$ cat src/rtl/rf_wb_arbiter_pkg.sv
// rf_wb_arbiter_pkg: shared widths and the MDU result FIFO entry type
package rf_wb_arbiter_pkg;
  localparam int REG_W = 5;
  localparam int DATA_W = 32;
  typedef struct packed {
    logic [REG_W-1:0]  addr;
    logic [DATA_W-1:0] data;
    logic              live;
  } wb_entry_t;
endpackage

$ cat src/rtl/wb_fifo.sv
// wb_fifo: MDU result FIFO with per-entry live bits that the owner can clear by slot
module wb_fifo
  import rf_wb_arbiter_pkg::*;
#(
  parameter int DEPTH = 2
) (
  input  logic                         clk_i,
  input  logic                         rst_ni,
  input  logic                         push_i,
  input  wb_entry_t                    entry_i,
  input  logic                         pop_i,
  input  logic [DEPTH-1:0]             kill_i,
  output wb_entry_t                    head_o,
  output logic [DEPTH-1:0][REG_W-1:0]  addr_o,
  output logic [DEPTH-1:0]             live_o,
  output logic [DEPTH-1:0]             occ_o,
  output logic                         full_o,
  output logic                         empty_o
);
  localparam int AW = $clog2(DEPTH);
  logic [AW-1:0] wr_q, rd_q;
  logic [AW:0] cnt_q;
  logic [DEPTH-1:0][REG_W-1:0] addr_q;
  logic [DEPTH-1:0][DATA_W-1:0] data_q;
  logic [DEPTH-1:0] live_q, live_d;
  // the slot being written takes the new live bit, so a same-cycle kill never hits it
  always_comb begin
    live_d = live_q & ~kill_i;
    if (push_i) live_d[wr_q] = entry_i.live;
  end
  always_ff @(posedge clk_i or negedge rst_ni) begin
    if (!rst_ni) begin
      wr_q <= '0;
      rd_q <= '0;
      cnt_q <= '0;
      live_q <= '0;
    end else begin
      wr_q <= push_i ? wr_q + AW'(1) : wr_q;
      rd_q <= pop_i ? rd_q + AW'(1) : rd_q;
      cnt_q <= cnt_q + {{AW{1'b0}}, push_i & ~pop_i} - {{AW{1'b0}}, pop_i & ~push_i};
      live_q <= live_d;
    end
  end
  always_ff @(posedge clk_i) begin
    if (push_i) begin
      addr_q[wr_q] <= entry_i.addr;
      data_q[wr_q] <= entry_i.data;
    end
  end
  for (genvar g = 0; g < DEPTH; g++) begin : g_occ
    assign occ_o[g] = {1'b0, AW'(g) - rd_q} < cnt_q;
  end
  assign addr_o = addr_q;
  assign live_o = live_q;
  assign head_o = '{addr: addr_q[rd_q], data: data_q[rd_q], live: live_q[rd_q]};
  assign full_o = cnt_q == (AW+1)'(DEPTH);
  assign empty_o = cnt_q == '0;
endmodule

$ cat src/rtl/rf_wb_arbiter.sv
// rf_wb_arbiter: shares the RF write port between the WB stage and queued MDU results,
// killing stale MDU results (WAW) and flagging pending destinations to decode
module rf_wb_arbiter
  import rf_wb_arbiter_pkg::*;
#(
  parameter int DEPTH = 2
) (
  input  logic              clk,
  input  logic              rst,
  input  logic              wb_en,
  input  logic [REG_W-1:0]  wb_addr,
  input  logic [DATA_W-1:0] wb_data,
  input  logic              mdu_valid,
  output logic              mdu_ready,
  input  logic [REG_W-1:0]  mdu_addr,
  input  logic [DATA_W-1:0] mdu_data,
  output logic              rf_we,
  output logic [REG_W-1:0]  rf_addr,
  output logic [DATA_W-1:0] rf_wd,
  input  logic [REG_W-1:0]  q_a1,
  input  logic [REG_W-1:0]  q_a2,
  output logic              pend1,
  output logic              pend2,
  output logic [15:0]       blk_cnt
);
  wb_entry_t head;
  logic [DEPTH-1:0][REG_W-1:0] slot_addr;
  logic [DEPTH-1:0] slot_live, occ, kill, hit1, hit2;
  logic full, empty, wb_wr, push, pop;
  logic [15:0] blk_q, blk_d;
  assign wb_wr = wb_en & (wb_addr != '0);
  assign push = mdu_valid & ~full;
  assign pop = ~wb_wr & ~empty;
  assign mdu_ready = ~full;
  wb_fifo #(.DEPTH(DEPTH)) u_fifo (
    .clk_i(clk),
    .rst_ni(rst),
    .push_i(push),
    .entry_i('{addr: mdu_addr, data: mdu_data, live: mdu_addr != '0}),
    .pop_i(pop),
    .kill_i(kill),
    .head_o(head),
    .addr_o(slot_addr),
    .live_o(slot_live),
    .occ_o(occ),
    .full_o(full),
    .empty_o(empty)
  );
  for (genvar g = 0; g < DEPTH; g++) begin : g_cmp
    assign kill[g] = wb_wr & (slot_addr[g] == wb_addr);
    assign hit1[g] = occ[g] & slot_live[g] & (slot_addr[g] == q_a1);
    assign hit2[g] = occ[g] & slot_live[g] & (slot_addr[g] == q_a2);
  end
  assign pend1 = (q_a1 != '0) & |hit1;
  assign pend2 = (q_a2 != '0) & |hit2;
  always_comb begin
    rf_we = wb_wr | (~empty & head.live);
    rf_addr = wb_wr ? wb_addr : empty ? '0 : head.addr;
    rf_wd = wb_wr ? wb_data : empty ? '0 : head.data;
    blk_d = (wb_wr & ~empty & head.live & ~&blk_q) ? blk_q + 16'd1 : blk_q;
  end
  always_ff @(posedge clk or negedge rst) begin
    if (!rst) blk_q <= '0;
    else blk_q <= blk_d;
  end
  assign blk_cnt = blk_q;
endmodule

$ cat config.mk
export PLATFORM = sky130hd
export DESIGN_NAME = rf_wb_arbiter
export DESIGN_NICKNAME = d
export VERILOG_FILES = /design/src/rtl/rf_wb_arbiter_pkg.sv /design/src/rtl/wb_fifo.sv /design/src/rtl/rf_wb_arbiter.sv
export SDC_FILE = /design/constraint.sdc
export NUM_CORES = 1
export LEC_CHECK = 0
export BUFFER_PORTS_ARGS = -buffer_cell sky130_fd_sc_hd__buf_4
export CAP_MARGIN = 20
export CORE_ASPECT_RATIO = 0.6
export CORE_MARGIN = 2
export CORE_UTILIZATION = 25
export CTS_CLUSTER_DIAMETER = 30
export DETAILED_ROUTE_END_ITERATION = 6
export GPL_TIMING_DRIVEN = 0
export HOLD_SLACK_MARGIN = 0.08
export PLACE_DENSITY = 0.5
export SYNTH_ARGS = -nofsm -noshare
export SYNTH_HDL_FRONTEND = slang
export SYNTH_SLANG_ARGS = --single-unit
$ cat constraint.sdc
create_clock -name clk -period 3.4 [get_ports clk]
set_input_delay 0.34 -clock clk [delete_from_list [all_inputs] [get_ports clk]]
set_output_delay 0.34 -clock clk [all_outputs]
set_load 0.03 [all_outputs]
==> results of run 1 <==
flip-flops by register name, indices dropped and copies added (netlist names):
| register | count |
|---|---|
| u_fifo.rd_q | 1 |
| u_fifo.addr_o | 10 |
| u_fifo.live_o | 2 |
| u_fifo.cnt_q | 2 |
| blk_cnt | 16 |
| u_fifo.data_q | 64 |
| u_fifo.wr_q | 1 |
repair_timing:
action	CTS	global route
hold endpoints to repair	22	0
hold buffers	1	0
setup endpoints to repair	0	0
kinds of logic after synthesis:
family,count (synthesis),share of synthesized area (%)
simple gates,95,10.44
flops,96,62.18
buf+inv,18,1.824
mux,39,8.810
compound gates,50,6.285
xor+xnor,49,9.624
fa+ha+maj,3,0.8418
report_power, final:
group / switching (mW) / total [mW] / internal, mW
Sequential: 0.160 / 1.73 / 1.58
Clock: 0.446 / 0.951 / 0.505
Combinational: 1.08 / 1.79 / 0.702
Total: 1.69 / 4.47 / 2.78
metal layers:
metal  track usage (%)  vias to the layer above  share of wire [%]
met3             4.202                        8                8.3
met4             3.188                        0                1.0
met1             18.12                     1548                 50
met2             17.93                      127                 40
li1                  -                     1594                  -
met5                 0                        -                  0
synth_stat cells (2+ instances only):
cell,count
sky130_fd_sc_hd__edfxtp_1,74
sky130_fd_sc_hd__nand2_1,44
sky130_fd_sc_hd__mux2i_1,37
sky130_fd_sc_hd__o21ai_0,34
sky130_fd_sc_hd__xnor2_1,29
sky130_fd_sc_hd__dfrtp_1,22
sky130_fd_sc_hd__xor2_1,20
sky130_fd_sc_hd__nand4_1,15
sky130_fd_sc_hd__nor2_1,9
sky130_fd_sc_hd__clkbuf_1,8
sky130_fd_sc_hd__nand3_1,7
sky130_fd_sc_hd__nor3_1,6
sky130_fd_sc_hd__inv_1,5
sky130_fd_sc_hd__o21ai_1,5
sky130_fd_sc_hd__a21oi_1,4
sky130_fd_sc_hd__buf_4,3
sky130_fd_sc_hd__ha_1,3
sky130_fd_sc_hd__nor2b_1,3
sky130_fd_sc_hd__nor4_1,3
sky130_fd_sc_hd__or4_1,3
sky130_fd_sc_hd__buf_2,2
sky130_fd_sc_hd__o21a_1,2
sky130_fd_sc_hd__o21ai_2,2
path summary, 6_finish.rpt:
path	from	slack [ns]	end
worst max-delay path	u_fifo.rd_q	0.78	rf_wd[21]
worst min-delay path	mdu_data[14]	0.18	u_fifo.data_q[46]
worst max register to register	blk_cnt[0]	1.24	blk_cnt[9]
worst min register to register	blk_cnt[7]	0.51	blk_cnt[7]
max in group asynchronous	rst	2.74	u_fifo.live_o[1]
min in group asynchronous	rst	0.43	blk_cnt[1]
metrics by stage:
step	TNS, ns	cells	area [µm²]	hold WS (ns)
finish	0	747	6183	0.1813
global route	0	747	6183	0.1591
CTS	0	747	6183	0.1638
detailed placement	0	730	5896	0.2539
global placement	-21.30	728	5833	0.2498
floorplan	0	350	4459	0.04441
final cells by class:
type | instances | area, µm² | share of cell area, %
clock inverter | 7 | 52.55 | 0.8499
multi-input combinational | 236 | 1613 | 26.08
clock buffer | 9 | 225.2 | 3.642
inverter | 5 | 18.77 | 0.3035
sequential | 96 | 2773 | 44.84
tap | 234 | 292.8 | 4.735
buffer | 13 | 62.56 | 1.012
timing repair buffer | 147 | 1146 | 18.54
==> impl_metrics.toml, run 1 <==
[run_status]
outcome = "complete, no violations"

[yosys]
async_reset_ff_share_pct = 22.92
synth_edf_count = 74
synthesis.area_um2 = 4459
yosysWarnings = 0
post_synth.cell_area_avg_um2 = 12.74
synth_top_area_share_pct = 49.83
seq_area_frac_synth_pct = 62.18
synth_nets = 441
synth.lib_cells_used.distinct = 33
synth_area_leaders = "sky130_fd_sc_hd__edfxtp_1, sky130_fd_sc_hd__dfrtp_1, sky130_fd_sc_hd__mux2i_1, sky130_fd_sc_hd__xnor2_1, sky130_fd_sc_hd__xor2_1"
synthFlopType = "sky130_fd_sc_hd__edfxtp_1"
instance_count_of_the_mapped_netlist = 350
post-synth-top-area-cell = "sky130_fd_sc_hd__edfxtp_1"
synth_seq_cells = 96

[cells_and_area]
layout-drive-gt1-share_pct = 34.31
final_nets = 599
layout-area-overhead-vs-synth_pct = 38.66
n_fill_cell = 1757
commonest_cells_after_routing_fill_and_taps_aside = "sky130_fd_sc_hd__buf_4, sky130_fd_sc_hd__edfxtp_1, sky130_fd_sc_hd__nand2_1"
antenna-diode-count = 0
final_util_pct = 35.71
layout.cells.most_common = "sky130_fd_sc_hd__buf_4"

[hold_path]
min_delay_path_depth = 1
worstHoldPathType = "primary input to flop"

[global_route]
grt_pass1_wl_um = 17910
grt_pass1_vias = 3193
global_route.usage.total_pct = 12.57
largest_net_degree_at_the_start_of_global_routing = 23
grt_antenna_before_repair = 0
grt_overflow_total = 0

[floorplanning]
core_um2 = 17310
chipWidth_um = 176.4
io-pin-count = 145
starting_utilization_of_the_core_area_pct = 25.76
die_area_um2 = 18960
floorplan.rows = 37
die_h_um = 107.5

[setup_path]
cp.buffers_inverters = 4
critical-path-max-stage-delay_ns = 0.60
critical-path-slowest-cell = "sky130_fd_sc_hd__clkbuf_1"
path_cells = "buf_4, buf_4, clkbuf_1, mux2i_1, o21ai_0, buf_4"
cp_data_arrival_time_ns = 2.28
cp_num_cells = 6
worstSetupStartpointType = "flop"
critical-path-top-cell-by-count = "sky130_fd_sc_hd__buf_4"
r2r_cells = 7
critical_path.top_delay_family = "buffers and inverters"
worstPathMaxFanout = 10
worst-setup-path-type = "flop to output pin"
critical_path.endpoint_type = "output pin"
critical_path_required_ns = 3.06

[timing]
skew_ns = 0.009234
setup_viol = 0
worstMarginPinSlew_ns = 0.8270
final.min_clock_period_ns = 2.621
final.setup.worst_slack_ns = 0.7785
max_freq_ghz = 0.3815
report.final.hold_viol_count = 0
rsz0062_at_grt = "no"
report.final.slew_viol_count = 0
timing.final.crit_share_pct = 77.10
timing.max_slew.rel_slack_pct = 44.87

[route]
dr.first_iter.drc_count = 256
drc = 0
detail_route.first_pass.iterations = 4
vias_per_cell = 4.387
wl_per_cell_um = 15.93
drt-total-wl_um = 11900
route.vias.total = 3277
drt.antenna.violating_nets = 0

[cts]
cts-root-to-sink-buffers = 2
tritoncts = "built"
cts_setup_buffers = 0
cts_max_level = 3
clock-sinks = 96
cts_resized = 0
insertion_delay_ns = 0.34
cts_made_buffers = 9
cts_root_buf = "sky130_fd_sc_hd__clkbuf_16"
cts.clk_slew.worst_paths_ns = 0.07

[place]
dp_hpwl_um = 9135
post-place-ws_ns = 0.8028
io_buffers = 144
placer_s_final_routability_congestion_estimate = 0.8100

[pwr]
power.density_cell_area_nw_per_um2 = 723.1
max_ir_drop_vdd_mv = 0.2461
total_power_mw = 4.471
leakage_nw = 2.533

[run]
maxCapViolCount = 0
No activity file was read; power rests on OpenSTA's default activity.
==> run 2: changes to the inputs <==
--- a/config.mk
+++ b/config.mk
@@ -14,7 +14,7 @@
 export DETAILED_ROUTE_END_ITERATION = 6
 export GPL_TIMING_DRIVEN = 0
 export HOLD_SLACK_MARGIN = 0.08
-export PLACE_DENSITY = 0.5
+export PLACE_DENSITY = 0.52
 export SYNTH_ARGS = -nofsm -noshare
 export SYNTH_HDL_FRONTEND = slang
 export SYNTH_SLANG_ARGS = --single-unit
==> constraint.sdc (replaced) <==
create_clock -name clk -period 2.33 [get_ports clk]
set_input_delay 0.233 -clock clk [delete_from_list [all_inputs] [get_ports clk]]
set_output_delay 0.233 -clock clk [all_outputs]
set_load 0.03 [all_outputs]
==> impl_metrics.toml, run 2 (synthesized netlist as in run 1, its figures left out) <==
[setup_path]
cp_data_arrival_time_ns = 1.97
critical_path_required_ns = 2.10
critical_path.top_delay_family = "compound AO/OA/AOI/OAI gates"
critical-path-max-stage-delay_ns = 0.56
cp.buffers_inverters = 3
critical-path-slowest-cell = "sky130_fd_sc_hd__or4_4"
path_cells = "buf_4, or4_4, o21ai_4, o21ai_2, buf_2, o21ai_0, buf_4"
worst_r2r_startpoint = "blk_cnt[0]"
worstSetupStartpoint = "wb_addr[1]"
worst-setup-path-type = "primary input to output pin"
worstPathMaxFanout = 10
critical_path.endpoint_type = "output pin"
worstSetupStartpointType = "primary input"
critical-path-top-cell-by-count = "sky130_fd_sc_hd__buf_4"

[global_route]
grt_pass1_vias = 3444
grt_overflow_total = 0
largest_net_degree_at_the_start_of_global_routing = 38
grt_pass1_wl_um = 18450
global_route.usage.total_pct = 12.66
grt_antenna_before_repair = 0

[cts]
cts-root-to-sink-buffers = 2
cts_max_level = 3
cts_root_buf = "sky130_fd_sc_hd__clkbuf_16"
tritoncts = "built"
cts_made_buffers = 9
insertion_delay_ns = 0.34
clock-sinks = 96
cts.clk_slew.worst_paths_ns = 0.07

[pwr]
combinationalPowerShare_pct = 39.7
power.sequential.fraction_pct = 38.5
proportion_of_power_drawn_by_the_clock_network_pct = 21.8
max_ir_drop_vdd_mv = 0.3966
power.density_cell_area_nw_per_um2 = 1011
switching_power_share_of_the_total_pct = 37.96
leakage_nw = 2.675
p_sw_mw = 2.499
cellInternalPower_mw = 4.084
total_power_mw = 6.584

[timing]
skew_ns = 0.006668
timing.final.crit_share_pct = 94.55
report.final.hold_viol_count = 0
final.min_clock_period_ns = 2.203
hold-worst-slack_ns = 0.1019
timing.max_slew.rel_slack_pct = 40.50
setup_viol = 0
report.final.slew_viol_count = 0
max_freq_ghz = 0.4539
rsz0062_at_grt = "no"
worstMarginPinSlew_ns = 0.8925

[floorplanning]
die_area_um2 = 18960
core_um2 = 17310
io-pin-count = 145
starting_utilization_of_the_core_area_pct = 25.76
chipWidth_um = 176.4
floorplan.rows = 37
die_h_um = 107.5

[cells_and_area]
antenna-diode-count = 0
layout-drive-gt1-share_pct = 33.33
layout-area-overhead-vs-synth_pct = 46.02
largest_register_ffs = 64
layout.cells.most_common = "sky130_fd_sc_hd__buf_4"
final_nets = 632
reg_with_most_ffs = "u_fifo.data_q"
layout.cell_area.non_filler_um2 = 6511
commonest_cells_after_routing_fill_and_taps_aside = "sky130_fd_sc_hd__buf_4, sky130_fd_sc_hd__edfxtp_1, sky130_fd_sc_hd__nand2_1"

[route]
detail_route.first_pass.iterations = 4
vias_per_cell = 4.381
route.vias.total = 3417
wl_per_cell_um = 15.35
drc = 0
drt.antenna.violating_nets = 0
dr.first_iter.drc_count = 206
drt-total-wl_um = 11980

[hold_path]
hold_start = "mdu_addr[1]"
worstHoldPathType = "primary input to flop"

[place]
io_buffers = 144
postPlaceCellArea_um2 = 5861
placer_s_final_routability_congestion_estimate = 0.8261
dp_hpwl_um = 8896

[run]
maxCapViolCount = 0

[run_status]
outcome = "complete, no violations"
## run 2: repair_timing
item                                    4_1_cts  5_1_grt
setup buffers                                 0        0
gates resized for setup                       3       15
hold buffers                                 35        0
endpoints found under the hold margin        90        0
pin swaps                                     0        0
endpoints found under the setup margin       14       26
## run 2: routing by layer
layer	vias up	part of all wire (%)	GRT usage, %
li1	1663	-	-
met1	1616	53	18.91
met2	127	40	18.12
met3	11	6.9	3.425
met4	0	0.81	2.715
met5	-	0	0
## run 2: power groups by stage
stage,Combinational [mW],Clock [mW],Sequential (mW)
floorplan,1.55,0,2.60
global placement,2.54,0,2.57
detailed placement,2.60,0,2.57
CTS,2.66,1.49,2.53
global route,2.83,1.55,2.58
finish,2.62,1.44,2.53
## run 2: worst paths after layout
kind,slack (ns),cells past startpoint,to
worst max register to register,0.24,7,blk_cnt[4]
worst min register to register,0.51,1,blk_cnt[7]
worst max-delay path,0.13,7,rf_addr[4]
worst min-delay path,0.10,1,u_fifo.addr_o[1]
max in group asynchronous,1.77,2,u_fifo.live_o[1]
min in group asynchronous,0.32,2,blk_cnt[4]
## run 2: layout make-up
type                       count  area (µm²)
sequential                    96        2773
fill                        1761       10800
inverter                       5       18.77
buffer                        13       73.82
timing repair buffer         180        1451
clock buffer                   9       225.2
tap                          234       292.8
clock inverter                 7       60.06
multi-input combinational    236        1617
## run 2: worst reg2reg max path: stages (launching register included)
cell	delay, ns
sky130_fd_sc_hd__dfrtp_1	0.41
sky130_fd_sc_hd__ha_1	0.26
sky130_fd_sc_hd__nand4_1	0.15
sky130_fd_sc_hd__nor2_1	0.08
sky130_fd_sc_hd__a211oi_1	0.51
sky130_fd_sc_hd__buf_4	0.28
sky130_fd_sc_hd__nand4_1	0.13
sky130_fd_sc_hd__xnor2_1	0.16
## run 2: per-stage QoR
step	std cells	setup TNS, ns	utilization (%)	setup slack (ns)
detailed placement	729	-0.3286	33.85	-0.2106
finish	780	0	37.61	0.1269
global placement	728	-5.334	33.73	-0.1469
floorplan	350	0	-	0.1635
global route	780	0	37.61	0.01705
CTS	780	0	37.55	0.02929
